--- config.mk ---
export PLATFORM = sky130hd
export DESIGN_NAME = alu_decode_stage
export DESIGN_NICKNAME = d
export VERILOG_FILES = /design/src/rtl/alu_pkg.sv /design/src/rtl/alu_inst_decoder.sv /design/src/rtl/alu_decode_stage.sv
export SDC_FILE = /design/constraint.sdc
export NUM_CORES = 1
export LEC_CHECK = 0
export ABC_AREA = 1
export BUFFER_PORTS_ARGS = -buffer_cell sky130_fd_sc_hd__buf_2
export CAP_MARGIN = 10
export CORE_UTILIZATION = 57
export CTS_BUF_LIST = sky130_fd_sc_hd__clkbuf_8
export DETAILED_ROUTE_END_ITERATION = 16
export HOLD_SLACK_MARGIN = 0.08
export PLACE_DENSITY = 0.89
export SKIP_LAST_GASP = 1
export SYNTH_ARGS = -nofsm -noshare
export SYNTH_HDL_FRONTEND = slang
export SYNTH_HIERARCHICAL = 1
export SYNTH_SLANG_ARGS = --single-unit
--- constraint.sdc ---
create_clock -name clk -period 12.1 [get_ports clk]
set_clock_uncertainty 0.2 [all_clocks]
set_input_delay 2.42 -clock clk [delete_from_list [all_inputs] [get_ports clk]]
set_output_delay 2.42 -clock clk [all_outputs]
set_load 0.01 [all_outputs]
--- src/rtl/alu_pkg.sv ---
// Shared definitions for the decode stage: ALU op bit positions and
// LoongArch32 opcode field values for the supported integer subset.
package alu_pkg;

   localparam int ALU_OP_W = 12;

   // Bit positions inside the one-hot alu_op vector
   localparam int ALU_ADD  = 0;
   localparam int ALU_SUB  = 1;
   localparam int ALU_SLT  = 2;
   localparam int ALU_SLTU = 3;
   localparam int ALU_AND  = 4;
   localparam int ALU_NOR  = 5;
   localparam int ALU_OR   = 6;
   localparam int ALU_XOR  = 7;
   localparam int ALU_SLL  = 8;
   localparam int ALU_SRL  = 9;
   localparam int ALU_SRA  = 10;
   localparam int ALU_MOV  = 11;

   // inst[31:15] encodings
   localparam logic [16:0] OP17_ADD_W  = 17'h00020;
   localparam logic [16:0] OP17_SUB_W  = 17'h00022;
   localparam logic [16:0] OP17_SLT    = 17'h00024;
   localparam logic [16:0] OP17_SLTU   = 17'h00025;
   localparam logic [16:0] OP17_NOR    = 17'h00028;
   localparam logic [16:0] OP17_AND    = 17'h00029;
   localparam logic [16:0] OP17_OR     = 17'h0002A;
   localparam logic [16:0] OP17_XOR    = 17'h0002B;
   localparam logic [16:0] OP17_SLL_W  = 17'h0002E;
   localparam logic [16:0] OP17_SRL_W  = 17'h0002F;
   localparam logic [16:0] OP17_SRA_W  = 17'h00030;
   localparam logic [16:0] OP17_SLLI_W = 17'h00081;
   localparam logic [16:0] OP17_SRLI_W = 17'h00089;
   localparam logic [16:0] OP17_SRAI_W = 17'h00091;

   // inst[31:22] encodings
   localparam logic [9:0] OP10_SLTI   = 10'h008;
   localparam logic [9:0] OP10_SLTUI  = 10'h009;
   localparam logic [9:0] OP10_ADDI_W = 10'h00A;
   localparam logic [9:0] OP10_ANDI   = 10'h00D;
   localparam logic [9:0] OP10_ORI    = 10'h00E;
   localparam logic [9:0] OP10_XORI   = 10'h00F;

   // inst[31:25] encodings
   localparam logic [6:0] OP7_LU12I_W = 7'h0A;

   // Where the second operand comes from; NONE doubles as "not decoded"
   typedef enum logic [2:0] {
      SRC2_NONE,
      SRC2_RK,
      SRC2_UI5,
      SRC2_SI12,
      SRC2_UI12,
      SRC2_UI20
   } src2_sel_e;

   function automatic logic [ALU_OP_W-1:0] alu_onehot(input int idx);
      return ALU_OP_W'(1) << idx;
   endfunction

endpackage

--- src/rtl/alu_inst_decoder.sv ---
// Combinational decoder for the integer ALU subset: picks the ALU op and
// builds both operands from the (already bypassed) register values.
module alu_inst_decoder
   import alu_pkg::*;
(
   input  logic [31:0]         inst,
   input  logic [31:0]         rj_value,
   input  logic [31:0]         rk_value,
   output logic [ALU_OP_W-1:0] alu_op,
   output logic [31:0]         src1,
   output logic [31:0]         src2,
   output logic                rf_we,
   output logic [4:0]          waddr,
   output logic                invalid
);

   logic [16:0]         op17;
   logic [9:0]          op10;
   logic [6:0]          op7;
   logic [ALU_OP_W-1:0] op_sel;
   src2_sel_e           src2_sel;

   assign op17 = inst[31:15];
   assign op10 = inst[31:22];
   assign op7  = inst[31:25];

   // Opcode match; the three field groups never overlap, so later groups
   // only ever fill in when earlier ones found nothing
   always_comb begin
      op_sel   = '0;
      src2_sel = SRC2_NONE;
      case (op17)
         OP17_ADD_W:  begin op_sel = alu_onehot(ALU_ADD);  src2_sel = SRC2_RK;  end
         OP17_SUB_W:  begin op_sel = alu_onehot(ALU_SUB);  src2_sel = SRC2_RK;  end
         OP17_SLT:    begin op_sel = alu_onehot(ALU_SLT);  src2_sel = SRC2_RK;  end
         OP17_SLTU:   begin op_sel = alu_onehot(ALU_SLTU); src2_sel = SRC2_RK;  end
         OP17_NOR:    begin op_sel = alu_onehot(ALU_NOR);  src2_sel = SRC2_RK;  end
         OP17_AND:    begin op_sel = alu_onehot(ALU_AND);  src2_sel = SRC2_RK;  end
         OP17_OR:     begin op_sel = alu_onehot(ALU_OR);   src2_sel = SRC2_RK;  end
         OP17_XOR:    begin op_sel = alu_onehot(ALU_XOR);  src2_sel = SRC2_RK;  end
         OP17_SLL_W:  begin op_sel = alu_onehot(ALU_SLL);  src2_sel = SRC2_RK;  end
         OP17_SRL_W:  begin op_sel = alu_onehot(ALU_SRL);  src2_sel = SRC2_RK;  end
         OP17_SRA_W:  begin op_sel = alu_onehot(ALU_SRA);  src2_sel = SRC2_RK;  end
         OP17_SLLI_W: begin op_sel = alu_onehot(ALU_SLL);  src2_sel = SRC2_UI5; end
         OP17_SRLI_W: begin op_sel = alu_onehot(ALU_SRL);  src2_sel = SRC2_UI5; end
         OP17_SRAI_W: begin op_sel = alu_onehot(ALU_SRA);  src2_sel = SRC2_UI5; end
         default: ;
      endcase
      case (op10)
         OP10_SLTI:   begin op_sel = alu_onehot(ALU_SLT);  src2_sel = SRC2_SI12; end
         OP10_SLTUI:  begin op_sel = alu_onehot(ALU_SLTU); src2_sel = SRC2_SI12; end
         OP10_ADDI_W: begin op_sel = alu_onehot(ALU_ADD);  src2_sel = SRC2_SI12; end
         OP10_ANDI:   begin op_sel = alu_onehot(ALU_AND);  src2_sel = SRC2_UI12; end
         OP10_ORI:    begin op_sel = alu_onehot(ALU_OR);   src2_sel = SRC2_UI12; end
         OP10_XORI:   begin op_sel = alu_onehot(ALU_XOR);  src2_sel = SRC2_UI12; end
         default: ;
      endcase
      if (op7 == OP7_LU12I_W) begin
         op_sel   = alu_onehot(ALU_MOV);
         src2_sel = SRC2_UI20;
      end
   end

   // Second operand: register or one of the immediate formats
   always_comb begin
      src2 = '0;
      case (src2_sel)
         SRC2_RK:   src2 = rk_value;
         SRC2_UI5:  src2 = {27'b0, inst[14:10]};
         SRC2_SI12: src2 = {{20{inst[21]}}, inst[21:10]};
         SRC2_UI12: src2 = {20'b0, inst[21:10]};
         SRC2_UI20: src2 = {inst[24:5], 12'b0};
         default:   src2 = '0;
      endcase
   end

   // lu12i.w moves the immediate through the ALU, so rj is forced to zero
   assign invalid = (src2_sel == SRC2_NONE);
   assign src1    = (invalid || src2_sel == SRC2_UI20) ? '0 : rj_value;
   assign rf_we   = !invalid;
   assign alu_op  = op_sel;
   assign waddr   = inst[4:0];

endmodule

--- src/rtl/alu_decode_stage.sv ---
// Decode stage ahead of the ALU: regfile read with writeback bypass,
// decode, and a single registered slot with valid/ready handshake.
module alu_decode_stage
   import alu_pkg::*;
#(
   parameter int PC_W = 32
) (
   input  logic                clk,
   input  logic                reset,
   input  logic                in_valid,
   output logic                in_ready,
   input  logic [PC_W-1:0]     in_pc,
   input  logic [31:0]         in_inst,
   input  logic                flush,
   output logic [4:0]          rf_raddr1,
   input  logic [31:0]         rf_rdata1,
   output logic [4:0]          rf_raddr2,
   input  logic [31:0]         rf_rdata2,
   input  logic                fwd_we,
   input  logic [4:0]          fwd_waddr,
   input  logic [31:0]         fwd_wdata,
   output logic                out_valid,
   input  logic                out_ready,
   output logic [PC_W-1:0]     out_pc,
   output logic [ALU_OP_W-1:0] out_alu_op,
   output logic [31:0]         out_alu_src1,
   output logic [31:0]         out_alu_src2,
   output logic                out_rf_we,
   output logic [4:0]          out_rf_waddr,
   output logic                out_inst_invalid
);

   logic [4:0]          raddr [2];
   logic [31:0]         rdata [2];
   logic [31:0]         rvalue [2];
   logic [ALU_OP_W-1:0] dec_alu_op;
   logic [31:0]         dec_src1;
   logic [31:0]         dec_src2;
   logic                dec_rf_we;
   logic [4:0]          dec_waddr;
   logic                dec_invalid;
   logic                capture;
   logic                valid_reg;
   logic                valid_next;

   assign raddr[0]  = in_inst[9:5];
   assign raddr[1]  = in_inst[14:10];
   assign rdata[0]  = rf_rdata1;
   assign rdata[1]  = rf_rdata2;
   assign rf_raddr1 = raddr[0];
   assign rf_raddr2 = raddr[1];

   // r0 is hardwired to zero even if writeback targets it
   genvar gi;
   generate
      for (gi = 0; gi < 2; gi++) begin : g_bypass
         assign rvalue[gi] = (raddr[gi] == 5'd0) ? 32'd0 :
                             (fwd_we && fwd_waddr == raddr[gi]) ? fwd_wdata : rdata[gi];
      end
   endgenerate

   alu_inst_decoder u_decoder (
      .inst     (in_inst),
      .rj_value (rvalue[0]),
      .rk_value (rvalue[1]),
      .alu_op   (dec_alu_op),
      .src1     (dec_src1),
      .src2     (dec_src2),
      .rf_we    (dec_rf_we),
      .waddr    (dec_waddr),
      .invalid  (dec_invalid)
   );

   assign in_ready = !valid_reg || out_ready;
   assign capture  = in_valid && in_ready && !flush;

   // Valid tracking: flush wins, then a new capture, then drain on accept
   always_comb begin
      valid_next = valid_reg;
      if (flush)          valid_next = 1'b0;
      else if (capture)   valid_next = 1'b1;
      else if (out_ready) valid_next = 1'b0;
   end

   // Pipeline register; payload only moves on capture so it holds under backpressure
   always_ff @(posedge clk or posedge reset) begin
      if (reset) begin
         valid_reg        <= 1'b0;
         out_pc           <= '0;
         out_alu_op       <= '0;
         out_alu_src1     <= '0;
         out_alu_src2     <= '0;
         out_rf_we        <= 1'b0;
         out_rf_waddr     <= '0;
         out_inst_invalid <= 1'b0;
      end else begin
         valid_reg <= valid_next;
         if (capture) begin
            out_pc           <= in_pc;
            out_alu_op       <= dec_alu_op;
            out_alu_src1     <= dec_src1;
            out_alu_src2     <= dec_src2;
            out_rf_we        <= dec_rf_we;
            out_rf_waddr     <= dec_waddr;
            out_inst_invalid <= dec_invalid;
         end
      end
   end

   assign out_valid = valid_reg;

endmodule

==> results of run 1 <==
worst max-delay path, stage by stage:
cell and delay, ns:
buf_2 0.09, inv_1 0.06, nand2_2 0.11, buf_2 0.17
sequential cells by signal (all words and copies together), names as in the netlist:
name              count
out_alu_src1         32
out_pc               32
out_valid             1
out_rf_we             1
out_rf_waddr          5
out_alu_op           12
out_alu_src2         32
out_inst_invalid      1
cell usage in the layout, fill, tap and decap left out, drive strengths merged:
master,instances
a21oi,27
nor4,1
o21ai,38
nor3,4
o2111ai,1
diode,1
inv,272
o41ai,1
mux2,115
buf,306
clkinvlp,4
nor2,153
bufinv,1
nand4,4
nand3b,2
nand2,221
o22ai,2
clkbuf,19
o31ai,1
clkinv,5
dfrtp,116
nand3,92
metrics by stage:
stage	utilization (%)	hold slack, ns
after floorplan	-	0.3500
after global placement	67.95	0.2809
after detailed placement	67.95	0.2867
after CTS	70.45	0.3024
after global routing	70.46	0.3148
final	70.46	0.2999
logic make-up after synthesis:
family / count (synthesis) / synth area share [%]
flip-flops: 116 / 33.21
buffers and inverters: 333 / 17.48
multiplexers: 115 / 16.96
AND/OR/NAND/NOR: 477 / 26.86
AO/OA/AOI/OAI: 70 / 5.483
layer usage:
layer  wire, um  track usage (%)
met5          0                0
met3       2111            5.905
met4       1152            18.36
met1      10030            39.91
met2      12630            56.83
layout make-up:
type	instances	area, um2	area share [%]
Antenna cell	1	2.502	0.02407
Clock buffer	19	261.5	2.515
Clock inverter	12	106.4	1.023
Inverter	270	1016	9.773
Multi-Input combinational cell	662	4323	41.58
Sequential cell	116	2903	27.92
Tap cell	184	230.2	2.214
Timing Repair Buffer	306	1554	14.95
path summary, 6_finish.rpt:
path,end,cells past startpoint
worst min-delay path,out_alu_src1[31],1
worst max-delay path,in_ready,4
worst max register to register,out_alu_src2[13],4
min in group asynchronous,out_pc[25],2
max in group asynchronous,out_alu_op[0],3
worst min register to register,out_alu_src1[31],1
report_power, final:
part | switching, uW | leakage (uW) | internal (uW)
combinational | 124 | 0.00504 | 89.2
sequential | 12.6 | 0.00153 | 412
clock | 167 | 0.000180 | 172
==> metrics.md, run 1 <==
| Metric | Value |
|---|---|
| Status | finished, final reports clean |
| Post-synthesis sequential area ratio | about a third |
| Initial antenna violation count | 1 |
| Main synth FF type | dfrtp_1 |
| Final period util | between 40% and 50% |
| Synth warnings | 6 |
| Worst-Margin Slew | 1.142 ns |
| Post_cts resized | 0 |
| Placer Congestion | between 0.9 and 1 |
| Root Buffer Master | clkbuf_8 |
| Clock sink total | 116 |
| Setup TNS | 0 ns |
| Largest net degree at the start of global routing | 77 |
| Hold_sp | out_alu_src1[31] |
| Post-synth cell types | 34 |
| Largest cells by area after synthesis | dfrtp_1 33%, inv_1 11%, mux2_4 8.6%, mux2_2 8.4%, nand2_1 6.7% |
| Final wirelength | 25,930 um |
| Final worst slack | roughly 6.6 ns |
| Die Ht | approximately 130 um |
| Cells after Synth | 1,111 |
| Synth Net Count | 1,282 |
| Cell Area, Placed | roughly 10,000 um2 |
| Final-report hold violation count | 0 |
| Full die area | approximately 16,000 um2 |
| Fillers | 1,202 |
| Ports | 298 |
| CP required | roughly 9.5 ns |
| Tmin final | roughly 5.5 ns |
| Vias | slightly above 8,000 |
| Crit path DAT | 2.85 ns |
| Most numerous cell in the Yosys netlist | inv_1 |
| # setup viols final | 0 |
| Max-Cap Viols | 0 |
| Initial DRC count | ~570 |
| Slew Viols, Final | 0 |
| Post-DP HPWL | about 20,000 um |
| Die Wd | approximately 130 um |
| RSZ-0062 raised after global routing | no |
| Port Buf Inserts | 297 |
| #FFs+latches synth | between 100 and 150 |
| Post-synth EDFFs | 0 |
| First-pass iteration count of the detailed router | 5 |
| CTS tree | done |
| Peak Freq | approximately 0.18 GHz |
| Total CTS buffers | 17 |
| Layout area overhead | 18.95% |
| FFs w/ async S/R, synth | 100.0% |
| Total gr overflow | 0 |
| Clk buf depth | 2 |
| Reg2reg setup slack | about 9.6 ns |
| Vias in the first global route | roughly 7,800 |
| Leakage | 0.006756 uW |
| CP startpoint kind | primary input |
| Crit path max fanout | 3 |
| Area leader, netlist | dfrtp_1 |
| Row count | 44 |
| # H-tree levels | 4 |
| Post-CTS Hold Buffers | 0 |
| Max IR drop VDD | 0.00004810 V |
| Cell area after synthesis | around 8700 um2 |
| Worst setup path startpoint | out_ready |
| HP Class | flip-flop to flip-flop |
| First-pass GRT wire length | 40,710 um |
| Residual DRC | 0 |
| Top-area cell type share of the netlist area | about a third |
| DR WL/cell | ~17 um |
| FF-to-FF Start | out_valid |
| Avg Inst Size Synth | slightly below 8 um2 |
| Detail Route Antenna Nets | 0 |
| Crit end category | primary output |
| Core area | 14,750 um2 |
| Placed cell count | about 1,500 |
| DP Worst Slack | 6.631 ns |
| Final Cell Area | roughly 10,000 um2 |
| Final net count | around 1,500 |
| Starting Density | 59.24% |
| Routed vias/inst | roughly 5.1 |
| Reg clk slew, reported paths | around 0.070 ns |
| WS Path Type | primary input to primary output |
| PwrDens | 93.93 nW/um2 |
| Fin cells | ~1,600 |
| Layout cells sized above 1 | between 40% and 50% |
| Total track usage | 33.27% |
| # Post-CTS Setup Buffers | 0 |
| Most frequent cells after synthesis | 266 x inv_1, 156 x nand2_1, 116 x dfrtp_1, 103 x nor2_1, 87 x nand3_1 |
| Latest clock arrival within the worst-skew pair | roughly 0.43 ns |
| Relative slew margins | between 20% and 30% |
| Tot Pwr | about 1000 uW |
(Power assumes the default switching activity.)
==> run 2, diff against run 1 <==
CORE_UTILIZATION = 53   (was 57)
PLACE_DENSITY = 0.84   (was 0.89)
clock period = 5.2 ns   (was 12.1 ns; I/O delays follow)
==> metrics.md, run 2 (same netlist as run 1, synthesis figures left out) <==
| Metric | Value |
|---|---|
| PwrDens | 232.1 nW/um2 |
| Antenna diodes | 0 |
| Final net count | 1,544 |
| Crit end category | flip-flop |
| Root Buffer Master | clkbuf_8 |
| Die Ht | between 100 and 150 um |
| # Post-CTS Setup Buffers | 0 |
| Largest net degree at the start of global routing | around 120 |
| Full die area | 17,010 um2 |
| Layout area overhead | 21.05% |
| Leakage | 0.006826 uW |
| Crit-path cells | buf_2 > nor2_2 > nand3_1 > a21oi_2 > inv_1 > nand2_2 > nor2_1 > nand3_2 > nand4_4 > o21ai_2 > mux2_2 |
| # H-tree levels | 4 |
| Core area | roughly 16,000 um2 |
| Relative slew margins | between 20% and 30% |
| # setup viols final | 0 |
| Crit path DAT | about 3.5 ns |
| Placer Congestion | 0.9155 |
| Routed vias/inst | 5.007 |
| Total track usage | a little under a third |
| Row count | 46 |
| Peak Freq | 0.3027 GHz |
| Ports | roughly 300 |
| Worst stage delay on the critical path | between 0.5 and 0.6 ns |
| Post-DP HPWL | between 20,000 and 25,000 um |
| Most common cell after layout, fill and taps aside | buf_2 |
| CP max stage cell | nand4_4 |
| Max-Cap Viols | 0 |
| CTS tree | done |
| Fin cells | 1,602 |
| Slew Viols, Final | 0 |
| CP startpoint kind | primary input |
| Placed cell count | approximately 1,600 |
| CP required | about 5.4 ns |
| Post_cts resized | 0 |
| WS Path Type | primary input to flip-flop |
| RSZ-0062 raised after global routing | no |
| DR WL/cell | 16.59 um |
| Initial antenna violation count | 1 |
| Layout cells sized above 1 | between 40% and 50% |
| Final wirelength | approximately 27,000 um |
| Total CTS buffers | 17 |
| Final worst slack | 1.896 ns |
| Initial DRC count | 412 |
| Status | finished, final reports clean |
| Biggest regs | out_alu_src1 (32), out_alu_src2 (32), out_pc (32) |
| Starting Density | a little over half |
| Reg clk slew, reported paths | around 0.080 ns |
| Tmin final | 3.304 ns |
| Commonest cells after routing, fill and taps aside | 297 x buf_2, 265 x inv_1, 156 x nand2_1 |
| Crit path max-delay family | simple AND/OR/NAND/NOR gates |
| Clk buf depth | 2 |
| DP Worst Slack | 1.518 ns |
| First-pass GRT wire length | roughly 40,000 um |
| Total gr overflow | 0 |
| Max IR drop VDD | between 0.00015 and 0.0002 V |
| Setup TNS | 0 ns |
| Vias | approximately 8,000 |
| First-pass iteration count of the detailed router | 5 |
| Latest clock arrival within the worst-skew pair | between 0.4 and 0.5 ns |
| HP Class | flip-flop to flip-flop |
| Post-CTS Hold Buffers | 0 |
| Residual DRC | 0 |
| Final-report hold violation count | 0 |
| Clock sink total | approximately 120 |
| Buffers and inverters on the worst path | 2 |
| Worst-Margin Slew | ~1.1 ns |
| Die Wd | about 130 um |
| Final period util | a little under two thirds |
| Crit path max fanout | 32 |
| Vias in the first global route | 7,641 |
| Port Buf Inserts | roughly 300 |
| Layout Utilization | between 60 and 70% |
| Detail Route Antenna Nets | 0 |
-- run 2: cell count changes in the layout (fill, tap and decap cells not counted), sizes merged --
| cell | previous run | this run |
|---|---|---|
| clkinv | 5 | 4 |
| bufinv | 1 | 4 |
| inv | 272 | 276 |
| diode | 1 | 0 |
| clkinvlp | 4 | 1 |
| clkbuf | 19 | 17 |
-- run 2: metal layers --
metal | GRT usage, % | routed length, um
met1 | 36.58 | 10290
met2 | 53.44 | 13050
met3 | 6.067 | 1926
met4 | 18.26 | 1296
met5 | 0 | 10
-- run 2: final cells by class --
cell class	instances	area, um2
multi-input combinational	662	4323
inverter	270	1016
timing repair buffer	306	1613
clock inverter	15	220.2
fill	1386	5421
tap	216	270.3
clock buffer	17	234.0
sequential	116	2903
-- run 2: path summary, 6_finish.rpt --
check,from,endpoint,slack [ns],cells past startpoint
max,in_inst[30],out_alu_src2[9],1.90,11
min,out_inst_invalid,out_inst_invalid,0.30,1
max reg2reg,out_valid,out_pc[17],3.10,3
min reg2reg,out_inst_invalid,out_inst_invalid,0.30,1
max in group asynchronous,reset,out_alu_src2[21],3.35,3
min in group asynchronous,reset,out_alu_src1[23],0.55,2
-- run 2: power by group --
group / switching, uW / internal, uW
clock: 425 / 537
combinational: 290 / 211
sequential: 33.3 / 958
-- run 2: metrics by stage --
| step | area, um2 | hold slack, ns | total power, uW |
|---|---|---|---|
| after floorplan | 8740 | 0.3500 | 1308 |
| final | 10580 | 0.3020 | 2456 |
| after global placement | 10030 | 0.2814 | 1488 |
| after CTS | 10500 | 0.3057 | 2472 |
| after detailed placement | 10040 | 0.2871 | 1504 |
| after global routing | 10580 | 0.3169 | 2574 |
==> run 3, diff against run 2 <==
ABC_AREA = 0   (was 1)
CORE_UTILIZATION = 50   (was 53)
PLACE_DENSITY = 0.83   (was 0.84)
clock period = 3.5 ns   (was 5.2 ns; I/O delays follow)
==> metrics.md, run 3 <==
| Metric | Value |
|---|---|
| Final Cell Area | ~8900 um2 |
| Net switching power figure | 981.1 uW |
| Crit Reg-Reg Endpoint | out_pc[18] |
| Row count | 42 |
| Relative slew margins | 52.80% |
| Worst setup path startpoint | in_inst[27] |
| CTS tree | done |
| First-pass iteration count of the detailed router | 5 |
| Detail Route Antenna Nets | 0 |
| P_int | 2473 uW |
| Most numerous cell in the Yosys netlist | dfrtp_1 |
| Clk buf depth | 2 |
| #FFs+latches synth | between 100 and 150 |
| Worst stage delay on the critical path | ~0.56 ns |
| Avg Inst Size Synth | about 9.8 um2 |
| # H-tree levels | 4 |
| Top-area cell type share of the netlist area | between 40% and 50% |
| Slew Viols, Final | 0 |
| Root Buffer Master | clkbuf_8 |
| PwrDens | roughly 390 nW/um2 |
| Full die area | ~14,000 um2 |
| Max-Cap Viols | 0 |
| Main synth FF type | dfrtp_1 |
| Vias in the first global route | ~6,400 |
| Reg2reg path depth | 4 |
| Reg2reg setup slack | between 1.5 and 2 ns |
| # setup viols final | 0 |
| Cell area after synthesis | ~7000 um2 |
| Initial DRC count | roughly 660 |
| Post_cts resized | 0 |
| Clock share of power | about two fifths |
| Post-synth EDFFs | 0 |
| Tmin final | around 2.7 ns |
| Total track usage | a little over 30% |
| DP Worst Slack | ~0.40 ns |
| DR WL/cell | 19.26 um |
| Starting Density | 52.04% |
| First-pass GRT wire length | 34,210 um |
| Worst-Margin Slew | about 0.71 ns |
| CP max stage cell | nor4_1 |
| Final worst slack | roughly 0.84 ns |
| Crit end category | flip-flop |
| Post-CTS Hold Buffers | 0 |
| CP required | 3.69 ns |
| Total CTS buffers | 17 |
| Routed vias/inst | ~5.7 |
| Port Buf Inserts | 297 |
| Commonest cells after routing, fill and taps aside | 297 x buf_2, 116 x dfrtp_1, 115 x mux2_2 |
| Die Wd | approximately 120 um |
| Most frequent cells after synthesis | 116 x dfrtp_1, 115 x mux2_2, 94 x nand2_1, 65 x nand4_1, 61 x o21ai_0 |
| WS Path Type | primary input to flip-flop |
| Most common cell after layout, fill and taps aside | buf_2 |
| FFs w/ async S/R, synth | 100.0% |
| Biggest regs | out_alu_src1 (32), out_alu_src2 (32), out_pc (32) |
| Status | finished, final reports clean |
| Peak Freq | 0.3754 GHz |
| Layout Utilization | 66.19% |
| Total gr overflow | 0 |
| FF-to-FF Start | out_valid |
| Leakage | ~0.0046 uW |
| Crit path max fanout | 12 |
| Area leader, netlist | dfrtp_1 |
| Residual DRC | 0 |
| Cells after Synth | about 710 |
| Max IR drop VDD | 0.0003968 V |
| Placer Congestion | ~0.9 |
| Layout cells sized above 1 | between 40% and 50% |
| Post-synth cell types | 47 |
| Reg clk slew, reported paths | 0.08 ns |
| Ports | 298 |
| CP startpoint kind | primary input |
| Vias | between 6,000 and 7,000 |
| Net Sw Frac | roughly 28% |
| Final-report hold violation count | 0 |
| Post-DP HPWL | 16,220 um |
| Setup TNS | 0 ns |
| Latest clock arrival within the worst-skew pair | roughly 0.44 ns |
| RSZ-0062 raised after global routing | no |
| Largest cells by area after synthesis | dfrtp_1 41%, mux2_2 18%, nand4_1 5.8%, nand2_1 5.0%, o21ai_0 4.4% |
| Final period util | 76.10% |
| Cell Area, Placed | ~8500 um2 |
| Core area | approximately 13,000 um2 |
| Final wirelength | about 22,000 um |
| Largest net degree at the start of global routing | between 60 and 70 |
| Combinational power share | about 18% |
| Layout area overhead | 27.20% |
| Die Ht | 120.3 um |
| # Post-CTS Setup Buffers | 0 |
| Post-synthesis sequential area ratio | slightly above 40% |
| Crit-path cells | buf_2 > nor4_1 > nand3_1 > a31oi_1 > or2_1 > buf_4 > a22o_1 > mux2_2 |
| Final net count | 1,138 |
| HP Class | primary input to asynchronous set/reset pin |
| Clock sink total | around 120 |
| Synth Net Count | ~900 |
| Crit path DAT | approximately 2.9 ns |
| Synth warnings | 6 |
| Sequential Power Share | between 40% and 50% |
| Initial antenna violation count | 3 |
[run 3: stage by stage]
| stage | power [uW] | hold WS, ns | cells |
|---|---|---|---|
| 2_1_floorplan | 1819 | 0.3511 | 713 |
| 3_3_place_gp | 2072 | 0.2828 | 1124 |
| 3_5_place_dp | 2089 | 0.2898 | 1124 |
| 4_1_cts | 3475 | 0.1440 | 1156 |
| 5_1_grt | 3599 | 0.1754 | 1158 |
| 6_report | 3455 | 0.1499 | 1158 |
[run 3: routing by layer]
metal  share of wire [%]  track usage, %
met1                  41           40.33
met2                  49           50.11
met3                 8.2           7.264
met4                 2.2           11.65
met5               0.058               0
[run 3: cells by family after synthesis]
kind of cell / after synthesis / synth area share, %
and+or+nand+nor: 253 / 19.75
AOI/OAI and AO/OA: 132 / 11.89
muxes: 116 / 18.64
DFF: 116 / 41.47
buffers and inverters: 86 / 7.006
xor gates and xnor gates: 10 / 1.251
[run 3: worst max-delay path: cells and delay by family]
| kind | cells | cell delay (ns) |
|---|---|---|
| buf+inv | 2 | 0.34 |
| simple gates | 3 | 1.09 |
| mux | 1 | 0.14 |
| compound gates | 2 | 0.56 |
[run 3: final cells by class]
cell class                      instances  area, um2
Sequential cell                       116       2903
Clock inverter                         15      203.9
Fill cell                            1116       4548
Inverter                                4      18.77
Antenna cell                            2      5.005
Multi-Input combinational cell        511       3621
Timing Repair Buffer                  317       1699
Tap cell                              176      220.2
Clock buffer                           17      234.0
[run 3: how the worst max path moves through the flow]
| stage | end | slack, ns | cells past startpoint |
|---|---|---|---|
| finish | out_alu_src2[18] | 0.84 | 8 |
| global placement | out_alu_src2[20] | 0.44 | 7 |
| detailed placement | out_alu_src2[20] | 0.40 | 7 |
| floorplan | out_alu_src2[14] | 0.86 | 7 |
| CTS | out_alu_src2[20] | 0.88 | 7 |
| global route | out_alu_src2[20] | 0.77 | 7 |
[run 3: power groups by stage]
stage                     clock [uW]  combinational (uW)  sequential, uW
after floorplan                    0                 299            1520
after detailed placement           0                 607            1480
final                           1390                 609            1460
after CTS                       1410                 609            1460
after global routing            1470                 661            1460
after global placement             0                 597            1470
